## src/rtl/iic_pkg.sv

```systemverilog
// Shared types and constants for the iic_core register-access sequencer.
package iic_pkg;

  typedef enum logic [2:0] {
    S_IDLE      = 3'd0,
    S_ISSUE     = 3'd1,
    S_WAIT_BYTE = 3'd2,
    S_STOP_REQ  = 3'd3,
    S_RESP      = 3'd4
  } seq_state_e;

  localparam logic IIC_RD = 1'b1;
  localparam logic IIC_WR = 1'b0;

  localparam logic [1:0] IDX_FIRST   = 2'd0;
  localparam logic [1:0] IDX_REG     = 2'd1;
  localparam logic [1:0] IDX_LAST_WR = 2'd2;
  localparam logic [1:0] IDX_LAST_RD = 2'd1;

  function automatic logic [7:0] addr_byte(input logic [6:0] dev, input logic rd);
    return {dev, rd};
  endfunction

endpackage

```

## src/rtl/iic_seq_timer.sv

```systemverilog
// Wait-state watchdog for the sequencer, used only when IIC_SEQ_TIMEOUT_EN is defined.
module iic_seq_timer
  import iic_pkg::*;
#(
  parameter int unsigned LIMIT = 65535,
  parameter int unsigned W     = 16
) (
  input  logic clock,
  input  logic reset_n,
  input  logic clr,
  input  logic en,
  output logic expired
);

  logic [W-1:0] cnt_q, cnt_d;

  always_comb begin
    cnt_d = cnt_q;
    if (clr) begin
      cnt_d = '0;
    end else if (en) begin
      cnt_d = cnt_q + 1'b1;
    end
  end

  always_ff @(posedge clock) begin
    if (!reset_n) begin
      cnt_q <= '0;
    end else begin
      cnt_q <= cnt_d;
    end
  end

  // Fires on the LIMIT-th enabled cycle since the last clear.
  assign expired = en && (cnt_q == W'(LIMIT - 1));

endmodule

```

## src/rtl/iic_reg_seq.sv

```systemverilog
// Register read/write sequencer driving iic_core's byte handshake.
// Optional wait-state timeout abort: define IIC_SEQ_TIMEOUT_EN.
module iic_reg_seq
  import iic_pkg::*;
#(
  parameter int unsigned TIMEOUT_CYCLES = 65535,
  parameter int unsigned TO_W           = 16
) (
  input  logic       clock,
  input  logic       reset_n,
  // Request handshake: a request transfers on a rising clock edge where
  // req_valid && req_ready; the requester holds req_* stable until then.
  input  logic       req_valid,
  output logic       req_ready,
  input  logic       req_rw,
  input  logic [6:0] req_dev,
  input  logic [7:0] req_reg,
  input  logic [7:0] req_wdata,
  output logic       rsp_valid,
  output logic [7:0] rsp_rdata,
  output logic       rsp_err,
  output logic       core_start,
  output logic       core_stop,
  output logic       core_rw,
  output logic [7:0] core_din,
  input  logic [7:0] core_dout,
  input  logic       core_busy,
  input  logic       core_sending
);

  seq_state_e  state_q, state_d;
  logic [1:0]  idx_q, idx_d;
  logic        phase_q, phase_d;
  logic        rw_q, rw_d;
  logic [6:0]  dev_q, dev_d;
  logic [7:0]  reg_q, reg_d;
  logic [7:0]  wdata_q, wdata_d;
  logic [7:0]  rdata_q, rdata_d;
  logic        err_q, err_d;
  logic        abort_q, abort_d;
  logic        free_q, free_d;

  logic        accept;
  logic        last_byte;
  logic        rd_byte;
  logic [7:0]  byte_din;
  logic        to_expired;

  assign accept    = req_valid && req_ready;
  assign req_ready = (state_q == S_IDLE) && reset_n;
  assign rsp_valid = (state_q == S_RESP);
  assign rsp_rdata = rdata_q;
  assign rsp_err   = err_q;
  assign free_d    = !core_sending && !core_busy;

  // Phase 1 exists only for reads: address byte with R bit, then the data byte.
  assign rd_byte   = (rw_q == IIC_RD) && phase_q && (idx_q == IDX_LAST_RD);
  assign last_byte = (rw_q == IIC_RD) ? (idx_q == IDX_LAST_RD) : (idx_q == IDX_LAST_WR);

  always_comb begin
    byte_din = '0;
    if (idx_q == IDX_FIRST) begin
      byte_din = addr_byte(dev_q, phase_q);
    end else if (rd_byte) begin
      byte_din = '0;
    end else if (idx_q == IDX_REG) begin
      byte_din = reg_q;
    end else begin
      byte_din = wdata_q;
    end
  end

  always_comb begin
    state_d    = state_q;
    idx_d      = idx_q;
    phase_d    = phase_q;
    rw_d       = rw_q;
    dev_d      = dev_q;
    reg_d      = reg_q;
    wdata_d    = wdata_q;
    rdata_d    = rdata_q;
    err_d      = err_q;
    abort_d    = abort_q;
    core_start = 1'b0;
    core_stop  = 1'b0;
    core_rw    = 1'b0;
    core_din   = '0;
    unique case (state_q)
      S_IDLE: begin
        if (accept) begin
          rw_d    = req_rw;
          dev_d   = req_dev;
          reg_d   = req_reg;
          wdata_d = req_wdata;
          idx_d   = IDX_FIRST;
          phase_d = 1'b0;
          rdata_d = '0;
          err_d   = 1'b0;
          abort_d = 1'b0;
          state_d = S_ISSUE;
        end
      end
      S_ISSUE: begin
        core_din = byte_din;
        core_rw  = rd_byte;
        // A frame's first byte waits until the bus was seen fully idle.
        core_start = (idx_q != IDX_FIRST) || free_q;
        if (to_expired) begin
          abort_d = 1'b1;
          state_d = S_STOP_REQ;
        end else if (core_start && core_busy && core_sending) begin
          state_d = S_WAIT_BYTE;
        end
      end
      S_WAIT_BYTE: begin
        core_din = byte_din;
        core_rw  = rd_byte;
        if (to_expired) begin
          abort_d = 1'b1;
          state_d = S_STOP_REQ;
        end else if (!core_busy) begin
          if (rd_byte) begin
            rdata_d = core_dout;
          end
          if (last_byte) begin
            state_d = S_STOP_REQ;
          end else begin
            idx_d   = idx_q + 2'd1;
            state_d = S_ISSUE;
          end
        end
      end
      S_STOP_REQ: begin
        core_stop = 1'b1;
        if (!core_sending) begin
          if (abort_q) begin
            err_d   = 1'b1;
            rdata_d = '0;
            state_d = S_RESP;
          end else if ((rw_q == IIC_RD) && !phase_q) begin
            phase_d = 1'b1;
            idx_d   = IDX_FIRST;
            state_d = S_ISSUE;
          end else begin
            state_d = S_RESP;
          end
        end else if (to_expired) begin
          if (abort_q) begin
            err_d   = 1'b1;
            rdata_d = '0;
            state_d = S_RESP;
          end else begin
            abort_d = 1'b1;
          end
        end
      end
      S_RESP: begin
        state_d = S_IDLE;
      end
      default: begin
        state_d = S_IDLE;
      end
    endcase
  end

`ifdef IIC_SEQ_TIMEOUT_EN
  logic to_en;
  logic to_clr;

  assign to_en  = (state_q == S_ISSUE) || (state_q == S_WAIT_BYTE) || (state_q == S_STOP_REQ);
  assign to_clr = (state_d != state_q) || (abort_d != abort_q);

  iic_seq_timer #(
    .LIMIT (TIMEOUT_CYCLES),
    .W     (TO_W)
  ) u_timer (
    .clock   (clock),
    .reset_n (reset_n),
    .clr     (to_clr),
    .en      (to_en),
    .expired (to_expired)
  );
`else
  assign to_expired = 1'b0;
`endif

  to_w_fits_limit: assert property (@(posedge clock) disable iff (!reset_n)
    (2 ** TO_W) > TIMEOUT_CYCLES);

  always_ff @(posedge clock) begin
    if (!reset_n) begin
      state_q <= S_IDLE;
      idx_q   <= IDX_FIRST;
      phase_q <= 1'b0;
      rw_q    <= IIC_WR;
      dev_q   <= '0;
      reg_q   <= '0;
      wdata_q <= '0;
      rdata_q <= '0;
      err_q   <= 1'b0;
      abort_q <= 1'b0;
      free_q  <= 1'b0;
    end else begin
      state_q <= state_d;
      idx_q   <= idx_d;
      phase_q <= phase_d;
      rw_q    <= rw_d;
      dev_q   <= dev_d;
      reg_q   <= reg_d;
      wdata_q <= wdata_d;
      rdata_q <= rdata_d;
      err_q   <= err_d;
      abort_q <= abort_d;
      free_q  <= free_d;
    end
  end

endmodule

```

## config.mk

```make
export PLATFORM = sky130hd
export DESIGN_NAME = iic_reg_seq
export DESIGN_NICKNAME = d
export VERILOG_FILES = /design/src/rtl/iic_pkg.sv /design/src/rtl/iic_seq_timer.sv /design/src/rtl/iic_reg_seq.sv
export SDC_FILE = /design/constraint.sdc
export NUM_CORES = 1
export LEC_CHECK = 0
export ABC_AREA = 0
export CORE_UTILIZATION = 50
export DETAILED_ROUTE_END_ITERATION = 8
export PLACE_DENSITY_LB_ADDON = 0.25
export SKIP_LAST_GASP = 1
export SYNTH_ARGS = -nofsm -noshare
export SYNTH_HDL_FRONTEND = slang
export SYNTH_SLANG_ARGS = --single-unit
```

## constraint.sdc

```tcl
create_clock -name clock -period 2.57 [get_ports clock]
set_input_delay 0.257 -clock clock [delete_from_list [all_inputs] [get_ports clock]]
set_output_delay 0.257 -clock clock [all_outputs]
set_load 0.01 [all_outputs]
```

# Yosys cells after proc, flatten, opt, wreduce, memory -nomap -nowiden
# Cells that the tools add are included.
[op_classes]
multipliers = 0
eq_ne = 13
add_sub_neg = 1
div = 0
magnitude_cmp = 0
bitwise = 1
mux = 30
reduce_logical = 24
shift = 0
[op_table]
columns = ["op", "count"]
rows = [
  ["two-way mux 8 bit", 7],
  ["case mux 8 bit (2 select lines)", 1],
  ["two-way mux 3 bit", 5],
  ["inequality test 2 bit, second input constant", 7],
  ["two-way mux 2 bit", 6],
  ["case mux 3 bit (4 select lines)", 1],
  ["AND reduction 4 bit", 3],
  ["AND reduction 6 bit", 2],
  ["logical AND 1 bit", 8],
  ["two-way mux 1 bit", 8],
  ["equality test 3 x 2 -> 1 bit, second input constant", 2],
  ["case mux 2 bit (3 select lines)", 1],
  ["nonzero test 2 bit", 2],
  ["equality test 3 x 1 -> 1 bit, second input constant", 1],
  ["equality test 3 bit, second input constant", 1],
  ["zero test 1 bit", 3],
  ["zero test 3 bit", 1],
  ["nonzero test 3 bit", 1],
  ["adder 2 x 1 -> 2 bit, second input constant", 1],
  ["equality test 2 x 1 -> 1 bit, second input constant", 1],
  ["equality test 2 bit, second input constant", 1],
  ["zero test 2 bit", 1],
  ["case mux 1 bit (2 select lines)", 1],
  ["AND reduction 2 bit", 1],
  ["other kinds (3)", 3],
]
[word_totals]
ramBits = 0
regBits = 40
n_memories = 0
elab_cells = 79
out_inout_bits = 22
latch_bits = 0
in_bits = 37
rom_bits = 0

# Longest topological paths before layout
[depth]
ltp_word = 6
depth_mapped = 6
ltp_nobuf = 6

# Worst setup path before layout
# No wires, ideal clock.
[synth_path]
path_type = "register to output"
startpoint = "register idx_q[1]"
endpoint = "output core_din[1]"
arrival_ns = 1.489
path_buffers = 1
slack_ns = 0.824
required_ns = 2.313
stages_incl_launch_ff = 7
path_cell_list = "dfxtp_1 -> inv_1 -> ha_1 -> clkbuf_1 -> a31oi_1 -> a22oi_1 -> nor2_1"
[synth_via]
elab_chain_len = 5
word_cells_on_any_way = 7
cone_classes = "eq/ne (1); mux (4); reduce/logical (2)"
[synth_rtl]
columns = ["item", "line_no", "source"]
rows = [
  ["start: declaration", "iic_reg_seq.sv:32", "logic [1:0] idx_q, idx_d;"],
  ["start signal: assignment", "iic_reg_seq.sv:205", "idx_q <= idx_d;"],
  ["equality test 2 x 1 -> 1 bit", "iic_reg_seq.sv:57, iic_reg_seq.sv:66", ""],
  ["two-way mux 8 bit or logical AND 1 bit (tied branches)", "iic_reg_seq.sv:66, iic_reg_seq.sv:57", ""],
  ["two-way mux 8 bit", "iic_reg_seq.sv:64", "end else if (rd_byte) begin"],
  ["two-way mux 8 bit (*)", "iic_reg_seq.sv:62", "if (idx_q == IDX_FIRST) begin"],
  ["two-way mux 8 bit (*)", "iic_reg_seq.sv:88", "unique case (state_q)"],
  ["end: declaration", "iic_reg_seq.sv:25", "output logic [7:0] core_din,"],
]
# Every way passes the cells marked *; elsewhere a longest branch is shown, timed or not.

# Final worst setup path
[layout_path]
startpoint = "register idx_q[1]"
endpoint = "output core_din[7]"
# Same word-level chain as after synthesis.

==> impl_metrics.env <==
export IMPL_status="complete, no violations"
export IMPL_grt_pass1_vias=1413
export IMPL_cts_clk_slew_worst_paths_ns=0.07
export IMPL_viasPerCell=5.10
export IMPL_cts_tree="done"
export IMPL_io_pins=59
export IMPL_vdd_ir_drop_max_mv=0.384
export IMPL_antenna_found_initial=0
export IMPL_cellPowerDensity_mw_per_mm2=483
export IMPL_hold_path_class="flop to flop"
export IMPL_cts_buffer_depth=2
export IMPL_synthDistinctLibCells=40
export IMPL_max_stage_delay_ns=0.49
export IMPL_worst_slack_ns=0.164
export IMPL_gp_congestion=0.863
export IMPL_crit_fanout=12
export IMPL_max_freq_mhz=416
export IMPL_clkSinkCount=39
export IMPL_placed_cell_area_mm2=0.00247
export IMPL_synth_seq_cells=39
export IMPL_ys_flop_type="dfxtp_1"
export IMPL_n_antenna_cell=0
export IMPL_cts_root_buf="clkbuf_8"
export IMPL_power_leakage_uw=0.000973
export IMPL_insertion_delay_ns=0.29
export IMPL_max_cap_viol_count=0
export IMPL_fin_util_pct=69.9
export IMPL_rows=22
export IMPL_dp_hpwl_um=2760
export IMPL_final_max_slew_violation_count=0
export IMPL_post_route_drc_count=0
export IMPL_dieWidth_um=63.9
export IMPL_ys_async_sr_fraction_pct=0
export IMPL_coreArea_mm2=0.00366
export IMPL_synth_edf_count=0
export IMPL_layout_commonest_cell="nand2_1"
export IMPL_num_vias=1699
export IMPL_seq_area_frac_synth_pct=40.8
export IMPL_drt_pass1_iterations=4
export IMPL_totalWireLength_um=4100
export IMPL_fin_crit_ns=2.41
export IMPL_drt_iter0_markers=147
export IMPL_worstPathRequired_ns=2.31
export IMPL_nets=324
export IMPL_postCtsSetupBuffers=0
export IMPL_avgSynthCellArea_um2=8.18
export IMPL_post_route_period_util_pct=93.6
export IMPL_path_buf_inv=2
export IMPL_syn_area_mm2=0.00191
export IMPL_grt_pass1_wl_um=6490
export IMPL_die_area_mm2=0.00408
export IMPL_drive_gt1_share_pct=8.77
export IMPL_final_area_mm2=0.00256
export IMPL_post_cts_resized=0
export IMPL_slowest_stage="clkdlybuf4s50_1"
export IMPL_port_buffers=57
export IMPL_die_height_um=63.9
export IMPL_setup_worst_path_start_class="flop"
export IMPL_wl_per_cell_um=12.3
export IMPL_finClkSkew_ns=0.00254
export IMPL_syn_nets=274
export IMPL_rsz0062_at_grt="no"
export IMPL_h_tree_depth=2
export IMPL_grt_max_degree=49
export IMPL_ys_warnings_count=0
export IMPL_timing_worst_setup_path_type="flop to primary output"
export IMPL_cts_buffers_inserted=5
export IMPL_area_delta_synth_final_pct=33.7
export IMPL_fin_tns_setup_ns=0
export IMPL_crit_family="buffers and inverters"
export IMPL_r2r_slack_ns=0.69
export IMPL_worst_ep_arrival_time_ns=2.15
export IMPL_finalSetupViolations=0
export IMPL_syn_inst=234
export IMPL_yosys_top_cells_area="dfxtp_1 41%, nand2_1 14%, mux2i_1 5.8%, o21ai_0 5.5%, mux2_2 4.1%"
export IMPL_end_kind="primary output"
export IMPL_mostFrequentLayoutCells="71 x nand2_1, 57 x clkdlybuf4s50_1, 39 x dfxtp_1, 21 x o21ai_0"
export IMPL_grt_use_total_pct=20.5
export IMPL_hold_buffers=0
export IMPL_start_util_pct=52.3
export IMPL_p_total_uw=1240
export IMPL_final_antenna_net_count=0
export IMPL_place_ws_ns=0.369
export IMPL_yosysTopAreaCell="dfxtp_1"
export IMPL_fillers=293
export IMPL_synth_top_cell_area_share_pct=40.8
export IMPL_grt_overflow=0
export IMPL_hold_viol_final=0
export IMPL_path_cells="inv_1 > ha_2 > mux2_2 > a22oi_1 > nor2_1 > clkdlybuf4s50_1"
through the flow:
| step | hold WS [ns] | instances |
|---|---|---|
| after global placement | 0.440 | 325 |
| after floorplan | 0.334 | 234 |
| after detailed placement | 0.447 | 325 |
| after global routing | 0.477 | 333 |
| final | 0.456 | 333 |
| after CTS | 0.458 | 333 |
worst register-to-register path, stage by stage (launching register included):
cell and delay [ns]:
dfxtp_1 0.35, inv_1 0.08, ha_2 0.27, mux2_4 0.29, a32o_2 0.29, nor4_4 0.32, mux2i_1 0.21
power by group:
part           total (µW)  switching (µW)  internal, µW
combinational         176            75.8           100
clock                 398             208           189
sequential            662            24.6           638
total                1240             309           927
synth_stat cells, types with 4 or more instances:
cell type  instances
inv_1              5
o21ai_0           21
nor2b_1            4
clkbuf_1          11
mux2_2             7
nor2_1            11
mux2i_1           11
a22oi_1            7
dfxtp_1           39
nand2_1           71
flip-flops by register name, summed over array words and instances (netlist names):
| register | count |
|---|---|
| reg_q | 8 |
| rsp_rdata | 8 |
| wdata_q | 8 |
| dev_q | 7 |
| state_q | 3 |
| idx_q | 2 |
| free_q | 1 |
| phase_q | 1 |
| rw_q | 1 |
area by class of cell:
type	instances	area (µm²)	share of cell area, %
clock buffers	6	72.6	2.84
repair buffers	61	601	23.5
inverters	5	18.8	0.734
multi-input cells	172	1010	39.6
clock inverters	2	12.5	0.489
well taps	48	60.1	2.35
flip-flops and latches	39	781	30.5
metal layers:
layer,global-route usage (%),up-vias,routed length [µm],share of wire [%]
li1,-,883,-,-
met1,30.3,765,2100,51
met2,27.0,47,1760,43
met3,6.79,4,206,5.0
met4,7.67,0,36,0.88
met5,0,-,0,0
cell families (layout without fill, tap and decap cells):
family | after synthesis | after routing | share of synthesized area, %
adder cells (fa/ha/maj) | 3 | 3 | 1.96
flip-flops | 39 | 39 | 40.8
multiplexers | 20 | 20 | 11.4
other | 1 | 1 | 0.196
AO/OA/AOI/OAI | 41 | 41 | 13.4
buffers and inverters | 23 | 74 | 6.54
AND/OR/NAND/NOR | 106 | 106 | 25.2
XOR/XNOR | 1 | 1 | 0.458
final timing paths:
check	from	endpoint	depth (start not counted)
setup / recovery	idx_q[1]	core_din[7]	6
hold / removal	dev_q[3]	dev_q[3]	2
setup reg to reg	idx_q[1]	idx_q[1]	6
hold reg to reg	dev_q[3]	dev_q[3]	2
Note: power is estimated with default switching activity, not from simulation.
